--- src/rtl/voice_rec_play_ctrl.sv ---
// Record/playback sequencer: drives the ADC capture block into SDRAM, then replays the
// stored take with one SDRAM read request per DAC LRCLK half-frame.
module voice_rec_play_ctrl #(
  parameter int ADDR_W      = 22,
  parameter int REC_WORDS   = 960000,
  parameter int LOAD_CYCLES = 16
) (
  input  logic              clock_50M,
  input  logic              reset,
  input  logic              key_record,
  input  logic              key_play,
  input  logic              wav_wren,
  input  logic              dacclk,
  output logic              wr_load,
  output logic              record_start,
  output logic              voice_write_done,
  output logic [ADDR_W-1:0] wr_addr,
  output logic              rd_load,
  output logic              rd_req,
  output logic [ADDR_W-1:0] rd_addr,
  output logic [ADDR_W-1:0] rec_len,
  output logic [2:0]        state
);

  localparam int CNT_W = (LOAD_CYCLES > 1) ? $clog2(LOAD_CYCLES) : 1;
  localparam logic [CNT_W-1:0]  LOAD_LAST = CNT_W'(LOAD_CYCLES - 1);
  localparam logic [ADDR_W-1:0] WR_LAST   = ADDR_W'(REC_WORDS - 1);

  typedef enum logic [2:0] {
    IDLE      = 3'd0,
    REC_LOAD  = 3'd1,
    RECORD    = 3'd2,
    REC_DONE  = 3'd3,
    PLAY_LOAD = 3'd4,
    PLAY      = 3'd5
  } state_t;

  state_t           fsm;
  logic [CNT_W-1:0] load_cnt;
  logic             dac_s1, dac_s2, dac_s3, dac_edge;
  logic             wr_last, rd_last, rec_stop;

  assign state    = fsm;
  assign wr_last  = (wr_addr == WR_LAST);
  assign rd_last  = (rd_addr == rec_len - ADDR_W'(1));
  assign rec_stop = key_record || (wav_wren && wr_last);

  // Two-flop synchronizer plus a registered edge flag: rd_req lands three
  // clocks after dac_s1 first sees an LRCLK transition.
  always_ff @(posedge clock_50M or posedge reset) begin
    if (reset) begin
      dac_s1   <= 1'b0;
      dac_s2   <= 1'b0;
      dac_s3   <= 1'b0;
      dac_edge <= 1'b0;
    end else begin
      dac_s1   <= dacclk;
      dac_s2   <= dac_s1;
      dac_s3   <= dac_s2;
      dac_edge <= dac_s2 ^ dac_s3;
    end
  end

  always_ff @(posedge clock_50M or posedge reset) begin
    if (reset) begin
      fsm              <= IDLE;
      load_cnt         <= '0;
      wr_load          <= 1'b0;
      record_start     <= 1'b0;
      voice_write_done <= 1'b0;
      wr_addr          <= '0;
      rd_load          <= 1'b0;
      rd_req           <= 1'b0;
      rd_addr          <= '0;
      rec_len          <= '0;
    end else begin
      voice_write_done <= 1'b0;
      rd_req           <= 1'b0;
      case (fsm)
        IDLE: begin
          if (key_record) begin
            fsm      <= REC_LOAD;
            wr_load  <= 1'b1;
            load_cnt <= '0;
            wr_addr  <= '0;
            rec_len  <= '0;
          end else if (key_play && rec_len != '0) begin
            fsm      <= PLAY_LOAD;
            rd_load  <= 1'b1;
            load_cnt <= '0;
            rd_addr  <= '0;
          end
        end
        REC_LOAD: begin
          load_cnt <= load_cnt + CNT_W'(1);
          if (load_cnt == LOAD_LAST) begin
            wr_load      <= 1'b0;
            record_start <= 1'b1;
            fsm          <= RECORD;
          end
        end
        RECORD: begin
          if (rec_stop) begin
            // A word arriving together with the stop key still belongs to the take.
            rec_len          <= wr_addr + {{(ADDR_W-1){1'b0}}, wav_wren};
            record_start     <= 1'b0;
            voice_write_done <= 1'b1;
            fsm              <= REC_DONE;
          end else if (wav_wren) begin
            wr_addr <= wr_addr + ADDR_W'(1);
          end
        end
        REC_DONE: begin
          fsm <= IDLE;
        end
        PLAY_LOAD: begin
          load_cnt <= load_cnt + CNT_W'(1);
          if (load_cnt == LOAD_LAST) begin
            rd_load <= 1'b0;
            fsm     <= PLAY;
          end
        end
        PLAY: begin
          if (key_play) begin
            fsm <= IDLE;
          end else if (rd_req) begin
            rd_addr <= rd_addr + ADDR_W'(1);
            if (rd_last) fsm <= IDLE;
          end else if (dac_edge) begin
            rd_req <= 1'b1;
          end
        end
        default: fsm <= IDLE;
      endcase
    end
  end

endmodule
--- config.mk ---
export PLATFORM = sky130hd
export DESIGN_NAME = voice_rec_play_ctrl
export DESIGN_NICKNAME = d
export VERILOG_FILES = /design/src/rtl/voice_rec_play_ctrl.sv
export SDC_FILE = /design/constraint.sdc
export NUM_CORES = 1
export LEC_CHECK = 0
export ABC_CLOCK_PERIOD_IN_PS = 5100
export CAP_MARGIN = 0
export CORE_ASPECT_RATIO = 1.5
export CORE_UTILIZATION = 25
export CTS_CLUSTER_DIAMETER = 100
export DETAILED_ROUTE_END_ITERATION = 7
export GPL_ROUTABILITY_DRIVEN = 1
export SLEW_MARGIN = 15
export SYNTH_ARGS = -nofsm -noshare
export SYNTH_HDL_FRONTEND = slang
export SYNTH_SLANG_ARGS = --single-unit
--- constraint.sdc ---
create_clock -name clock_50M -period 5.1 [get_ports clock_50M]
set_clock_uncertainty 0.05 [all_clocks]
set_input_delay 0.765 -clock clock_50M [delete_from_list [all_inputs] [get_ports clock_50M]]
set_output_delay 0.765 -clock clock_50M [all_outputs]
set_load 0.01 [all_outputs]
==> results.json, run 1 <==
{
  "status": "finished, final reports clean",
  "period_share": 0.638,
  "numCtsBuffers": 9,
  "maxCapViolCount": 0,
  "gr-total-overflow": 0,
  "place_congestion": 0.875,
  "cts_resized": 0,
  "drc": 0,
  "synth_cell_types": 60,
  "core_area_sq_um": 19200,
  "required_ps": 5240,
  "hp-class": "reg -> reg",
  "synth_edf_count": 0,
  "die_y_um": 174,
  "wl_per_cell_um": 16.1,
  "rsz0062_at_grt": "no",
  "place_ws_ps": 1720,
  "start_kind": "flop",
  "n_antenna_cell": 0,
  "end_kind": "flop",
  "fin_nets": 639,
  "cp.arrival_ps": 3400,
  "dp.cells": 871,
  "fin_util": 0.327,
  "ys_top_cells_by_count": "82 x dfrtp_1, 75 x nor2_1, 71 x nand2_1, 49 x xnor2_1, 34 x xor2_1",
  "peakVddDrop_mv": 0.146,
  "regArea_sq_um": 2050,
  "start_util": 0.256,
  "nFillCells": 2060,
  "pwr_density_cell_nw_per_um2": 312,
  "ys_async_sr_fraction": 1.00,
  "postCtsSetupBuffers": 0,
  "synth.yosys.seq_area_share": 0.416,
  "worst_slew_pin_slew_ps": 822,
  "netlist_area_sq_um": 4930,
  "multiInputGateArea_sq_um": 2760,
  "whs_ps": 299,
  "htree_levels": 3,
  "grt_antenna_before_repair": 0,
  "dr_total_vias": 4278,
  "tns_ps": 0,
  "final_cell_count_no_fill": 886,
  "synth_top_area_share": 0.416,
  "syn-num-nets": 564,
  "ant_nets": 0,
  "synth.most_common_cell": "dfrtp_1",
  "grt_pass1_wl_um": 22700,
  "drtIter0Drc": 260,
  "drive_above_1_share": 0.0587,
  "p_leak_uw": 0.00253,
  "grt_max_degree": 46,
  "tritoncts": "built",
  "drtPass1Iterations": 4,
  "numPortBuffers": 79,
  "synth_top_flop_cell": "dfrtp_1",
  "num_rows": 62,
  "netlist_instances": 551,
  "clk_pin_slew_ps": 60,
  "viasPerCell": 4.83,
  "critPathMaxFanout": 8,
  "dieArea_sq_um": 20300,
  "yosys_warnings": 0,
  "insertion_delay_ps": 330,
  "synthTopCellsByArea": "dfrtp_1 42%, xnor2_1 8.7%, xor2_1 6.0%, nor2_1 5.7%, nand2_1 5.4%",
  "fmax_mhz": 307,
  "track_usage": 0.147,
  "hold_buffers": 0,
  "relSlewSlack": 0.451,
  "grt_pass1_vias": 4180,
  "synth_top_area_cell": "dfrtp_1",
  "fin_ws_ps": 1850,
  "path_class": "reg -> reg",
  "finalHoldViolations": 0,
  "cts.sinks": 82,
  "dpl.hpwl_um": 11000,
  "setup_violations": 0,
  "ys_seq_elements": 82,
  "post-route-min-period_ps": 3250,
  "routed_wl_um": 14300,
  "avgSynthCellArea_sq_um": 8.95,
  "cts_root_buf": "clkbuf_16",
  "synthToLayoutAreaGrowth_pct": 27.5,
  "num_io_pins": 80,
  "dieWidth_um": 117,
  "cts_buffer_depth": 2,
  "slew_violations": 0
}
[per-stage QoR]
stage	cell area (sq um)	power, uW
6_report	6290	1960
5_1_grt	6290	2080
4_1_cts	6290	1980
3_5_place_dp	6000	1330
3_3_place_gp	6000	1330
2_1_floorplan	4930	1170
[layout make-up]
| class | instances | share of cell area |
|---|---|---|
| multi-input combinational | 439 | 0.439 |
| sequential | 82 | 0.326 |
| timing repair buffer | 83 | 0.130 |
| tap | 256 | 0.0509 |
| clock buffer | 10 | 0.0380 |
| clock inverter | 5 | 0.00875 |
| inverter | 11 | 0.00676 |
[final timing paths]
path,startpoint,cells after the start,to,slack (ps)
max in group asynchronous,reset,3,rec_len[9]$_DFFE_PP0P_,3180
min in group asynchronous,reset,2,rd_addr[10]$_DFFE_PP0P_,840
worst min-delay path,dac_s1$_DFF_PP0_,0,dac_s2$_DFF_PP0_,300
worst max register to register,rec_len[2]$_DFFE_PP0P_,8,state[0]$_DFFE_PP0P_,1850
worst max-delay path,rec_len[2]$_DFFE_PP0P_,8,state[0]$_DFFE_PP0P_,1850
worst min register to register,dac_s1$_DFF_PP0_,0,dac_s2$_DFF_PP0_,300
[worst max-delay path: stages (launching register included)]
cell       delay [ps]
dfrtp_1           490
nor4_4            540
nand3_1           230
nor3_1            220
a21oi_1            90
a2111oi_0         720
nand4_1           300
o31ai_2           350
nand4_1           130
[report_power, final]
| part | switching [uW] | total (uW) | leakage, uW | internal (uW) |
|---|---|---|---|---|
| clock network | 259 | 647 | 0.000140 | 388 |
| logic | 295 | 535 | 0.00127 | 240 |
| registers | 91.8 | 781 | 0.00112 | 689 |
| total | 646 | 1960 | 0.00253 | 1320 |
[layout by cell type, fill, tap and decap left out, types with 6 or more instances in the layout]
cell type / count
dfrtp_1: 82
clkdlybuf4s50_1: 79
nor2_1: 75
nand2_1: 71
xnor2_1: 49
xor2_1: 34
o21ai_0: 29
nand3_1: 25
nand4_1: 16
nor3_1: 15
a21oi_1: 11
inv_1: 10
and2_1: 9
clkbuf_16: 9
or3_1: 8
o31ai_1: 7
ha_1: 7
nor4_1: 6
and3_1: 6
[registers in the layout, summed over array words and instances, names as in the netlist]
| name | cells |
|---|---|
| rd_req | 1 |
| wr_addr | 22 |
| rd_load | 1 |
| wr_load | 1 |
| record_start | 1 |
| dac_edge | 1 |
| rd_addr | 22 |
| rec_len | 22 |
| voice_write_done | 1 |
| dac_s2 | 1 |
| load_cnt | 4 |
| dac_s3 | 1 |
| dac_s1 | 1 |
| state | 3 |
[layer usage]
metal / track usage / vias up / share of wire
met1: 0.170 / 2053 / 0.41
met3: 0.0262 / 35 / 0.040
li1: - / 2075 / -
met4: 0.0754 / 0 / 0.036
met5: 0 / - / 0
met2: 0.253 / 115 / 0.52
[kinds of logic after synthesis]
kind of cell / after synthesis / share of synthesized area
AO/OA/AOI/OAI: 75 / 0.102
XOR/XNOR: 83 / 0.147
adder cells (fa/ha/maj): 9 / 0.0218
buffers and inverters: 30 / 0.0254
flip-flops: 82 / 0.416
multiplexers: 6 / 0.0124
AND/OR/NAND/NOR: 266 / 0.275
Note: power is estimated with default switching activity, not from simulation.
==> run 2, diff against run 1 <==
- ABC_CLOCK_PERIOD_IN_PS: 5100 -> 3400
- clock period: 5.1 -> 3.4 ns (I/O delays scaled with it)
==> run 2 against run 1 <==
Sequential power up 42%. Register-to-register slack worse by 1300 ps. Cell count up 1.1%. Clock power up 51%. First-iteration DRC count down 8.8%. Combinational power up 72%.
==> results.json, run 2 (synthesis results as in run 1) <==
{
  "status": "finished, final reports clean",
  "maxCapViolCount": 0,
  "critPathMaxFanout": 18,
  "power.internal_uw": 2010,
  "cts.sinks": 82,
  "relSlewSlack": 0.490,
  "dieArea_sq_um": 20300,
  "ant_nets": 0,
  "end_kind": "flop",
  "pwr_density_cell_nw_per_um2": 471,
  "layout_common_cells": "82 x dfrtp_1, 79 x clkdlybuf4s50_1, 75 x nor2_1, 71 x nand2_1, 49 x xnor2_1",
  "synthToLayoutAreaGrowth_pct": 29.2,
  "fin_nets": 648,
  "cts_resized": 0,
  "cp.arrival_ps": 3070,
  "drtPass1Iterations": 4,
  "htree_levels": 3,
  "rsz0062_at_grt": "no",
  "cts_root_buf": "clkbuf_16",
  "setup_violations": 0,
  "dr_total_vias": 4335,
  "post-route-min-period_ps": 2840,
  "layout_commonest_cell": "dfrtp_1",
  "tritoncts": "built",
  "core_area_sq_um": 19200,
  "fin_util": 0.331,
  "drc": 0,
  "p_leak_uw": 0.00258,
  "grt_antenna_before_repair": 0,
  "ff2ff_path_depth": 9,
  "pwr-share-comb": 0.306,
  "drtIter0Drc": 237,
  "slew_violations": 0,
  "switching_share": 0.332,
  "gr-total-overflow": 0,
  "wl_per_cell_um": 16.3,
  "tns_ps": 0,
  "power_frac_seq": 0.369,
  "num_io_pins": 80,
  "routed_wl_um": 14600,
  "clock_power_share": 0.326,
  "busiest_layer": "met2",
  "reg2reg_to": "rec_len[1]$_DFFE_PP0P_",
  "peakVddDrop_mv": 0.201,
  "required_ps": 3620,
  "reg.largest.list": "rd_addr: 22 flops, rec_len: 22 flops, wr_addr: 22 flops",
  "die_y_um": 174,
  "worst_slew_pin_slew_ps": 764,
  "n_antenna_cell": 0,
  "reg2reg_slack_ps": 560,
  "use_met2": 0.271,
  "path_class": "reg -> reg",
  "endpoint": "rec_len[1]$_DFFE_PP0P_",
  "grt_use_met1": 0.179,
  "nFillCells": 2066,
  "hp-class": "reg -> reg",
  "p_switching_uw": 997,
  "finalHoldViolations": 0,
  "whs_ps": 305,
  "dieWidth_um": 117,
  "period_share": 0.837,
  "start_kind": "flop",
  "num_rows": 62,
  "fmax_mhz": 352,
  "grt_pass1_vias": 4379,
  "numCtsBuffers": 9,
  "start_util": 0.256,
  "worstReg2RegStart": "wr_addr[6]$_DFFE_PP0P_",
  "cts_buffer_depth": 2,
  "hold_buffers": 0,
  "dpl.hpwl_um": 11300,
  "crit_start": "wr_addr[6]$_DFFE_PP0P_",
  "viasPerCell": 4.84,
  "grt_pass1_wl_um": 23900,
  "track_usage": 0.153,
  "numPortBuffers": 79,
  "postCtsSetupBuffers": 0,
  "grt_max_degree": 43,
  "insertion_delay_ps": 340,
  "use_met3": 0.0255,
  "place_congestion": 0.889,
  "drive_above_1_share": 0.0703,
  "clk_pin_slew_ps": 60
}
run 2: cell count changes in the layout (fill, tap and decap cells not counted), sizes merged:
cell / delta
buf: +9
clkbuf: +2
clkinvlp: -1
run 2: worst min-delay path by stage:
stage,endpoint,slack [ps],from,cells past startpoint
3_5_place_dp,dac_s2$_DFF_PP0_,300,dac_s1$_DFF_PP0_,0
2_1_floorplan,dac_s2$_DFF_PP0_,280,dac_s1$_DFF_PP0_,0
5_1_grt,dac_s2$_DFF_PP0_,320,dac_s1$_DFF_PP0_,0
6_report,dac_s2$_DFF_PP0_,310,dac_s1$_DFF_PP0_,0
4_1_cts,dac_s2$_DFF_PP0_,310,dac_s1$_DFF_PP0_,0
3_3_place_gp,dac_s2$_DFF_PP0_,310,dac_s1$_DFF_PP0_,0
run 2: worst max-delay path, cell delays in order (launching register included):
cell	delay, ps
dfrtp_1	520
and4_1	330
nand4_1	210
or2_1	320
a31oi_1	170
nor2_1	70
nor2_1	300
nand2_1	420
inv_1	230
a22o_1	150
run 2: layout make-up:
| type | count | area, sq um | area share |
|---|---|---|---|
| multi-input combinational | 439 | 2760 | 0.433 |
| timing repair buffer | 92 | 901 | 0.141 |
| sequential | 82 | 2050 | 0.322 |
| clock inverter | 4 | 51.3 | 0.00805 |
| clock buffer | 12 | 246 | 0.0387 |
| tap | 256 | 320 | 0.0502 |
| inverter | 11 | 42.5 | 0.00667 |
run 2: metal layers:
metal / vias up / share of wire
li1: 2102 / -
met1: 2112 / 0.41
met2: 101 / 0.53
met3: 20 / 0.043
met4: 0 / 0.025
met5: - / 0
run 2: power by group through the flow:
stage          registers, uW  logic, uW  clock network, uW
6_report                1110        918                978
5_1_grt                 1120       1020               1040
4_1_cts                 1110        922               1010
3_5_place_dp            1120        918                  0
3_3_place_gp            1120        912                  0
2_1_floorplan           1130        623                  0
run 2: per-stage QoR:
stage          total power, uW  cell area (sq um)  setup slack [ps]  std cells
6_report                  3000               6370               555        896
5_1_grt                   3190               6370               315        896
4_1_cts                   3040               6370               531        896
2_1_floorplan             1750               4930               732        551
3_3_place_gp              2040               6080               379        880
3_5_place_dp              2040               6080               406        880
